File: src/rtl/pipe_hazard_ctrl.sv
// Pipeline hazard controller: detects D-stage source-operand hazards against
// in-flight E/M results, interlocks MDU instructions behind a busy multiplier/
// divider, and keeps a saturating count of stalled cycles.
module pipe_hazard_ctrl #(
  parameter int MULT_CYCLES = 5,
  parameter int DIV_CYCLES  = 10
) (
  input  logic        clk,
  input  logic        reset,
  input  logic [4:0]  D_rs,
  input  logic [4:0]  D_rt,
  input  logic [1:0]  D_Tuse_rs,
  input  logic [1:0]  D_Tuse_rt,
  input  logic [4:0]  E_A3,
  input  logic [4:0]  M_A3,
  input  logic [1:0]  E_Tnew,
  input  logic [1:0]  M_Tnew,
  input  logic        D_is_mdu,
  input  logic        E_mdu_start,
  input  logic        E_mdu_div,
  output logic        PC_WrEn,
  output logic        FD_WrEn,
  output logic        DE_flush,
  output logic        EM_WrEn,
  output logic        MW_WrEn,
  output logic        stall,
  output logic        mdu_busy,
  output logic [3:0]  mdu_cnt,
  output logic [15:0] stall_cycles
);

  localparam logic [3:0] MULT_LOAD = 4'(MULT_CYCLES);
  localparam logic [3:0] DIV_LOAD  = 4'(DIV_CYCLES);

  typedef enum logic {IDLE = 1'b0, BUSY = 1'b1} mdu_state_t;

  mdu_state_t  state_r;
  mdu_state_t  state_next_s;
  logic [3:0]  mdu_cnt_r;
  logic [3:0]  mdu_cnt_next_s;
  logic        mdu_busy_r;
  logic [15:0] stall_cycles_r;
  logic        stall_rs_s;
  logic        stall_rt_s;
  logic        stall_mdu_s;
  logic        stall_s;

  // A source register stalls when it is used in time and an older instruction
  // writing it will not have its result ready early enough. Register 0 never
  // carries a dependency, which also masks E_A3/M_A3 == 0 ("no destination").
  function automatic logic src_hazard(
    input logic [4:0] src,
    input logic [1:0] tuse,
    input logic [4:0] e_a3,
    input logic [1:0] e_tnew,
    input logic [4:0] m_a3,
    input logic [1:0] m_tnew
  );
    return (tuse != 2'd3) && (src != 5'd0) &&
           (((e_a3 == src) && (e_tnew > tuse)) ||
            ((m_a3 == src) && (m_tnew > tuse)));
  endfunction

  // Combinational stall decision for the current D-stage instruction.
  always_comb begin
    stall_rs_s  = src_hazard(D_rs, D_Tuse_rs, E_A3, E_Tnew, M_A3, M_Tnew);
    stall_rt_s  = src_hazard(D_rt, D_Tuse_rt, E_A3, E_Tnew, M_A3, M_Tnew);
    stall_mdu_s = D_is_mdu && (mdu_busy_r || E_mdu_start);
    stall_s     = stall_rs_s || stall_rt_s || stall_mdu_s;
  end

  // MDU next-state: a start is accepted only when idle; busy counts down to 0.
  always_comb begin
    state_next_s   = state_r;
    mdu_cnt_next_s = mdu_cnt_r;
    case (state_r)
      IDLE: begin
        if (E_mdu_start) begin
          mdu_cnt_next_s = E_mdu_div ? DIV_LOAD : MULT_LOAD;
          state_next_s   = (mdu_cnt_next_s != 4'd0) ? BUSY : IDLE;
        end else begin
          mdu_cnt_next_s = 4'd0;
          state_next_s   = IDLE;
        end
      end
      BUSY: begin
        mdu_cnt_next_s = mdu_cnt_r - 4'd1;
        state_next_s   = (mdu_cnt_r == 4'd1) ? IDLE : BUSY;
      end
      default: begin
        mdu_cnt_next_s = 4'd0;
        state_next_s   = IDLE;
      end
    endcase
  end

  // MDU state, count and busy flag registers; reset aborts any operation.
  always_ff @(posedge clk) begin
    if (reset) begin
      state_r    <= IDLE;
      mdu_cnt_r  <= 4'd0;
      mdu_busy_r <= 1'b0;
    end else begin
      state_r    <= state_next_s;
      mdu_cnt_r  <= mdu_cnt_next_s;
      mdu_busy_r <= (mdu_cnt_next_s != 4'd0);
    end
  end

  // Saturating count of cycles in which the front end was stalled.
  always_ff @(posedge clk) begin
    if (reset) begin
      stall_cycles_r <= 16'd0;
    end else if (stall_s && (stall_cycles_r != 16'hFFFF)) begin
      stall_cycles_r <= stall_cycles_r + 16'd1;
    end else begin
      stall_cycles_r <= stall_cycles_r;
    end
  end

  assign stall        = stall_s;
  assign PC_WrEn      = ~stall_s;
  assign FD_WrEn      = ~stall_s;
  assign DE_flush     = stall_s;
  assign EM_WrEn      = 1'b1;
  assign MW_WrEn      = 1'b1;
  assign mdu_busy     = mdu_busy_r;
  assign mdu_cnt      = mdu_cnt_r;
  assign stall_cycles = stall_cycles_r;

endmodule

File: config.mk
export PLATFORM = sky130hd
export DESIGN_NAME = pipe_hazard_ctrl
export DESIGN_NICKNAME = d
export VERILOG_FILES = /design/src/rtl/pipe_hazard_ctrl.sv
export SDC_FILE = /design/constraint.sdc
export NUM_CORES = 1
export LEC_CHECK = 0
export BUFFER_PORTS_ARGS = -buffer_cell sky130_fd_sc_hd__buf_2
export CAP_MARGIN = 0
export CORE_UTILIZATION = 44
export DETAILED_ROUTE_END_ITERATION = 10
export MAX_ROUTING_LAYER = met4
export PLACE_DENSITY = 0.76
export SYNTH_ARGS = -nofsm -noshare
export SYNTH_HDL_FRONTEND = slang
export SYNTH_SLANG_ARGS = --single-unit
File: constraint.sdc
create_clock -name clk -period 2 [get_ports clk]
set_input_delay 0 -clock clk [delete_from_list [all_inputs] [get_ports clk]]
set_output_delay 0 -clock clk [all_outputs]
set_load 0.05 [all_outputs]
# After elaboration in Yosys (flattened, before gate mapping)
# Cells that the tools add are included.
# W data, S select, Z words.
dict set report word_totals {
  reg_bits 22
  in_bits 33
  word_cells 46
}
dict set report classes {
  bitwise 2
  eq_ne 8
  reduce_logical 19
  mux 7
  n_lt_le_gt_ge 4
  n_addsub 2
}
# cell count
set ops {}
lappend ops {{$eq A5 B5 Y1} 4}
lappend ops {{$add A16 B1 Y16 const B} 1}
lappend ops {{$ne A16 B16 Y1 const B} 1}
lappend ops {{$logic_and A1 B1 Y1} 10}
lappend ops {{$reduce_bool A5 Y1} 2}
lappend ops {{$gt A2 B2 Y1} 4}
lappend ops {{$mux W4} 2}
lappend ops {{$pmux W4 S2} 1}
lappend ops {{$reduce_bool A4 Y1} 2}
lappend ops {{$logic_or A1 B1 Y1} 5}
lappend ops {{$eq A4 B1 Y1 const B} 1}
lappend ops {{$ne A2 B2 Y1 const B} 2}
lappend ops {{$sub A4 B1 Y4 const B} 1}
lappend ops {{$mux W1} 3}
lappend ops {{$not A1 Y1} 2}
lappend ops {{$pmux W1 S2} 1}

# Logic depth before layout (Yosys ltp)
# Gate-level depths: netlist of run 1.
dict set report logic_depth {
  word_depth 7
  mapped_depth 11
  ltp_nobuf 10
}

# Worst setup path before layout of run 1
# Ideal clock, no wire load.
dict set report synth_timing {
  path_type {reg2reg}
  startpoint {register stall_cycles_r[0] (netlist: stall_cycles[0])}
  endpoint {register stall_cycles_r[3] (netlist: stall_cycles[3])}
  t_arrival_ns 2.443
  setup_time_ns 0.121
  period_less_slack_ns 2.564
  path_slack_ns -0.564
  stages_incl_launch_ff 8
  path_buffers 1
  path_cell_list {dfxtp_1 -> ha_1 -> nand3_1 -> nor4_1 -> a31oi_2 -> buf_6 -> nand4_1 -> mux2_2}
}
dict set report synth_via {
  elab_chain_cells 2
  elab_cells_between_ends 3
}
# item line
set synth_rtl {}
lappend synth_rtl {{start, declared} 42} ;# logic [15:0] stall_cycles_r;
lappend synth_rtl {{start signal, assigned} 115} ;# stall_cycles_r <= stall_cycles_r + 16'd1;
lappend synth_rtl {{start signal, assigned} 117} ;# stall_cycles_r <= stall_cycles_r;
lappend synth_rtl {{parallel branches: the longest is 2 deep, another holds $add A16 B1 Y16} n/a}
# Several ways; the timed one is not identified.
# A chain may end at the register's enable or synchronous reset.

# Final worst setup path of run 1
dict set report layout_timing {
  startpoint {register stall_cycles_r[0] (netlist: stall_cycles[0])}
  endpoint {register stall_cycles_r[5] (netlist: stall_cycles[5])}
}
# The elaborated chain is that of the path after synthesis.

==> summary.md, run 1 <==
| Metric | Value |
|---|---|
| Reg clk slew, reported paths | 0.13 ns |
| Die height | 62.3 µm |
| Synth warn | 0 |
| Initial antenna violation count | 0 |
| Vias per cell | 5.24 |
| Post-route ant nets | 0 |
| LEAKAGE | 0.940 nW |
| Clock skew | 0.00261 ns |
| CTS tree | done |
| Hold crit path type | in2reg |
| Sink Count | 22 |
| Area delta synth->final | 31.5% |
| Unique masters post-synth | 42 |
| Largest net degree at the start of global routing | 29 |
| Leading area contributor after synthesis | dfxtp_1 |
| Worst Setup End Kind | flip-flop |
| Initial core utilization | 46.8% |
| Max IR drop VDD | 0.339 mV |
| Max-cap violations | 0 |
| All-Layer GR Usage | 21.7% |
| Total power | 1.15 mW |
| Total gr overflow | 0 |
| Area contributors post-synth | dfxtp_1, ha_1, xnor2_1 |
| Max frequency | 528 MHz |
| Clock Latency Late Sink | 0.31 ns |
| Routed length per placed instance | 12.6 µm |
| Synthesized area | 1600 µm² |
| Die ar. | 3880 µm² |
| Setup violations, final | 0 |
| Total core area | 3420 µm² |
| CP required | 2.22 ns |
| Final Cycle Share | 94.7% |
| Register area share after synthesis | 27.5% |
| Post-Synthesis Cells | 193 |
| Routability cong. | 0.853 |
| Worst slew pin tran | 0.507 ns |
| First-pass GRT wire length | 6580 µm |
| Relative slew slack | 66.2% |
| Async set-or-reset flop fraction in the synthesized netlist | 0% |
| DRT Wirelength | 3790 µm |
| CTS buffer count | 3 |
| Pwr Density | 549 nW/µm² |
| HPWL Detailed | 3010 µm |
| Port bufs | 57 |
| Setup ws final | 0.106 ns |
| EDFF count, synth | 0 |
| Via count | 1576 |
| Clk root buf | clkbuf_4 |
| Startpoint types | flip-flop |
| Post-synthesis register bit count | 22 |
| Vias in the first global route | 1500 |
| Clk buf depth | 2 |
| ANT cells | 0 |
| Die Width | 62.3 µm |
| Nets | 300 |
| Synth Area per Inst | 8.29 µm² |
| Min Tclk post-route | 1.89 ns |
| H-tree levels | 1 |
| Top cell type's share of synthesized area | 27.5% |
| Fillers | 339 |
| Drt drc | 0 |
| Pre-CTS setup slack | -0.0307 ns |
| CP max FO | 7 |
| Synth Flop Type | dfxtp_1 |
| Max Slew Vio Count | 0 |
| Status | complete, no violations |
| # rows | 21 |
| Drt initial violations | 71 |
| DR pass1 iterations | 5 |
| Ports | 60 |
| Worst Path Arrival | 2.11 ns |
| Share of cells above drive strength 1 | 39.6% |
| Final hold vios | 0 |
| WS Path Type | reg2reg |
| Fin util | 61.6% |
## worst max-delay path, cell delays in order, from the launching register on
cell,delay [ns]
dfxtp_4,0.40
ha_1,0.22
nand3_4,0.13
nor4_4,0.33
a31oi_2,0.09
buf_4,0.19
nand4_1,0.10
mux2_2,0.33
## metal layers
layer	global-route usage [%]	part of all wire, %
met1	26.6	47
met2	34.8	49
met3	2.94	3.7
met4	10.8	1.2
met5	-	0
## registers in the layout, indices dropped and copies added, names as in the netlist
signal	cells
state_r	1
stall_cycles	16
mdu_busy	1
mdu_cnt	4
## cell families (layout without fill, tap and decap cells)
family,after synthesis,after routing,share of synthesized area [%]
multiplexers,6,6,4.23
XOR/XNOR,25,25,13.7
AND/OR/NAND/NOR,72,72,25.3
flip-flops,22,22,27.5
AO/OA/AOI/OAI,32,32,13.3
adder cells (fa/ha/maj),11,11,8.61
buffers and inverters,24,85,7.12
other,1,2,0.235
## Yosys cell counts, types with 4 or more instances
| library cell | n |
|---|---|
| a21oi_1 | 14 |
| buf_4 | 4 |
| clkbuf_1 | 4 |
| dfxtp_1 | 22 |
| ha_1 | 11 |
| inv_1 | 14 |
| mux2_2 | 5 |
| nand2_1 | 11 |
| nand3_1 | 7 |
| nand4_1 | 7 |
| nor2_1 | 16 |
| nor2b_1 | 7 |
| nor3_1 | 4 |
| xnor2_1 | 14 |
| xor2_1 | 11 |
## power by group
group	switching (mW)	internal (mW)
sequential	0.0204	0.448
combinational	0.215	0.121
clock	0.146	0.203
total	0.381	0.772
## repair_timing
action,in CTS,in global routing
pin swaps,0,1
endpoints found under the hold margin,2,0
gates resized for setup,1,8
cloned,0,0
hold buffers,2,0
buffers inserted,0,0
setup endpoints to repair,2,4
## layout by cell type (no fill, tap or decap), drive strengths merged, types with 2 or more instances in the layout
cell,count
xor2,11
xnor2,14
nor3,4
nor2,16
clkbuf,3
inv,13
o41ai,2
ha,11
o21ai,4
a21oi,14
nand4,7
nor3b,2
buf,65
mux2,6
nor4,5
dfxtp,22
or4b,2
nand3,7
a31oi,4
conb,2
a311oi,3
nand2,11
dlygate4sd3,2
nor2b,7
and3,4
or3,2
## path summary, 6_finish.rpt
kind / startpoint / endpoint / slack (ns) / cells after the start
hold / removal: reset / stall_cycles[0] / 0.13 / 2
setup reg to reg: stall_cycles[0] / stall_cycles[5] / 0.11 / 7
hold reg to reg: stall_cycles[10] / stall_cycles[10] / 0.50 / 2
setup / recovery: stall_cycles[0] / stall_cycles[5] / 0.11 / 7
## per-stage QoR
step                      area, µm²  hold WS [ns]  instances  TNS [ns]
after floorplan                1660         0.171        194         0
after global placement         2000         0.318        295         0
after detailed placement       2000         0.331        295   -0.0457
after CTS                      2070         0.115        301         0
after global routing           2100         0.123        301  -0.00118
final                          2100         0.127        301         0
## area by class of cell
type | count | area (µm²) | share of cell area [%]
multi-input combinational | 148 | 1100 | 52.1
sequential | 22 | 475 | 22.6
timing repair buffer | 67 | 365 | 17.4
tap | 46 | 57.6 | 2.74
inverter | 14 | 56.3 | 2.68
clock inverter | 1 | 30.0 | 1.43
clock buffer | 3 | 22.5 | 1.07
No activity file was read; power rests on OpenSTA's default activity.
==> run 2: changes to the inputs <==
--- a/config.mk
+++ b/config.mk
@@ -5,9 +5,10 @@
 export SDC_FILE = /design/constraint.sdc
 export NUM_CORES = 1
 export LEC_CHECK = 0
+export ABC_AREA = 1
 export BUFFER_PORTS_ARGS = -buffer_cell sky130_fd_sc_hd__buf_2
 export CAP_MARGIN = 0
-export CORE_UTILIZATION = 44
+export CORE_UTILIZATION = 46
 export DETAILED_ROUTE_END_ITERATION = 10
 export MAX_ROUTING_LAYER = met4
 export PLACE_DENSITY = 0.76
==> run 2 against run 1 <==
Against the previous run:
- worst setup slack better by 0.19 ns
- final area increased by 6.8%
- clock skew rose by 0.011 ns
- total power increased by 10%
- hold slack worse by 0.080 ns
- clock power rose by 17%
- register-to-register slack better by 0.27 ns
- die area up 13%
- fmax is 11% higher
- global-route usage shrank 1.2 points
- via count rose by 23%
- utilization is 2.5 points lower
- critical endpoint is now PC_WrEn
- highest routed layer unchanged
==> summary.md, run 2 <==
| Metric | Value |
|---|---|
| Status | complete, no violations |
| Slowest stage delay, CP | 0.38 ns |
| CP max FO | 35 |
| Register area | 440 µm² |
| Total core area | 3800 µm² |
| ANT cells | 0 |
| Compound-Gate Fraction of Synth Area | 10.7% |
| Port bufs | 57 |
| Final hold vios | 0 |
| # rows | 22 |
| Drt initial violations | 78 |
| Leading area contributor after synthesis | dfxtp_1 |
| HPWL Detailed | 3230 µm |
| Total power | 1.27 mW |
| Post-route ant nets | 0 |
| Worst Path Arrival | 1.71 ns |
| Post-Synthesis Cells | 304 |
| Synth Area per Inst | 6.22 µm² |
| Post-cts sizing count | 0 |
| Die Width | 66.1 µm |
| EDFF count, synth | 0 |
| Setup TNS | 0 ns |
| CP required | 2.00 ns |
| DR pass1 iterations | 4 |
| Clock Latency Late Sink | 0.26 ns |
| Worst slew pin tran | 0.516 ns |
| Hold crit path type | in2reg |
| Fillers | 370 |
| Routed length per placed instance | 9.76 µm |
| Adder-cell share of the synthesized area | 7.28% |
| Multiplexer share of the synthesized area | 0% |
| Clk buf depth | 2 |
| Synthesized area | 1890 µm² |
| Total placed cells including tap cells | 402 |
| Die height | 66.1 µm |
| Clock skew | 0.0135 ns |
| First-pass GRT wire length | 6890 µm |
| Post-synthesis register bit count | 22 |
| Initial core utilization | 49.8% |
| Total gr overflow | 0 |
| Initial antenna violation count | 0 |
| Pwr Density | 567 nW/µm² |
| All-Layer GR Usage | 20.4% |
| Routability cong. | 0.875 |
| Drt drc | 0 |
| CTS buffer count | 3 |
| Area delta synth->final | 18.8% |
| Leading cell type in the layout, fill and taps excluded | nand2_1 |
| Ports | 60 |
| Via count | 1931 |
| Xor/xnor cell area share of the yosys netlist | 2.78% |
| Layout Cells excl Fill | 407 |
| Register area share after synthesis | 23.3% |
| Startpoint types | flip-flop |
| H-tree levels | 1 |
| Worst Setup End Kind | primary output |
| Synth Flop Type | dfxtp_1 |
| Share of cells above drive strength 1 | 23.7% |
| Setup violations, final | 0 |
| WS Path Type | reg2out |
| CP cell instances | o21ai_0 -> nand3_4 -> inv_1 -> buf_2 |
| Min Tclk post-route | 1.71 ns |
| DRT Wirelength | 3970 µm |
| Top cell type's share of synthesized area | 23.3% |
| Die ar. | 4370 µm² |
| Clk root buf | clkbuf_8 |
| Largest net degree at the start of global routing | 36 |
| Max Slew Vio Count | 0 |
| Vias per cell | 4.74 |
| Unique masters post-synth | 29 |
| Relative slew slack | 65.6% |
| Largest family of logic cells by synthesized area | simple AND/OR/NAND/NOR gates |
| RSZ-0062 raised after global routing | false |
| Commonest non-fill, non-tap cells in the layout | nand2_1, buf_2, inv_1 |
| Design area | 2250 µm² |
| Vias in the first global route | 1691 |
| LEAKAGE | 1.24 nW |
| Most frequent cell after synthesis | nand2_1 |
| Area of the multi-input gates | 1170 µm² |
| Async set-or-reset flop fraction in the synthesized netlist | 0% |
| Synth warn | 0 |
| Area contributors post-synth | dfxtp_1, nand2_1, inv_1 |
| Reg clk slew, reported paths | 0.07 ns |
| Nets | 404 |
| Max IR drop VDD | 0.723 mV |
| Post-Synth Simple-Gate Area | 40.8% |
| Max-cap violations | 0 |
| Final Cycle Share | 85.4% |
| Max frequency | 585 MHz |
| CTS tree | done |
| Post-synth top cells | nand2_1, inv_1, nor2_1, nand3_1, a21oi_1 |
| Largest register FFs | 16 |
| Sink Count | 22 |
| Dpl cell area | 2160 µm² |
| Slowest-stage cell, CP | nand3_4 |
## run 2: worst paths after layout
path | startpoint | endpoint | slack [ns] | cells after the start
worst max-delay path | mdu_busy | PC_WrEn | 0.29 | 4
worst min-delay path | E_mdu_div | mdu_cnt[2] | 0.05 | 4
worst max register to register | stall_cycles[0] | stall_cycles[15] | 0.38 | 10
worst min register to register | state_r | state_r | 0.49 | 2
## run 2: metrics by stage
stage | worst slack, ns | utilization (%) | hold WS [ns]
2_1_floorplan | 0.0995 | - | 0.0691
3_3_place_gp | 0.376 | 57.0 | 0.258
3_5_place_dp | 0.353 | 57.0 | 0.267
4_1_cts | 0.275 | 59.1 | 0.0404
5_1_grt | 0.0810 | 59.1 | 0.0672
6_report | 0.291 | 59.1 | 0.0468
## run 2: logic make-up (layout without fill, tap and decap cells)
kind of cell	after synthesis	after routing
AND/OR/NAND/NOR	166	166
buffers and inverters	63	117
AO/OA/AOI/OAI	35	35
flip-flops	22	22
adder cells (fa/ha/maj)	11	11
XOR/XNOR	6	6
other	1	2
## run 2: where the power goes
| part | total (mW) | internal (mW) | switching [mW] | leakage [nW] |
|---|---|---|---|---|
| sequential | 0.474 | 0.458 | 0.0161 | 0.179 |
| combinational | 0.390 | 0.119 | 0.271 | 1.02 |
| clock | 0.410 | 0.267 | 0.143 | 0.0357 |
## run 2: worst max-delay path, delay by kind of cell, from the launching register on
kind / cells / cell delay, ns
AND/OR/NAND/NOR: 1 / 0.38
buffers and inverters: 2 / 0.42
AO/OA/AOI/OAI: 1 / 0.33
flip-flops: 1 / 0.31
## run 2: final cells by class
class	instances	area share [%]
clock buffer	3	1.84
clock inverter	1	1.34
timing repair buffer	58	13.1
sequential	22	19.6
inverter	55	9.19
multi-input combinational	220	52.2
tap	48	2.67
## run 2: per-layer routing
| metal | vias up | global-route usage (%) | wire [µm] |
|---|---|---|---|
| met4 | 0 | 5.05 | 31 |
| met3 | 2 | 2.07 | 177 |
| met5 | - | - | 0 |
| met2 | 39 | 34.8 | 1770 |
| met1 | 832 | 25.8 | 2000 |
| li1 | 1058 | - | - |
## run 2: timing repair
action | CTS | global route
hold buffers | 1 | 0
hold endpoints to repair | 4 | 0
setup buffers | 0 | 0
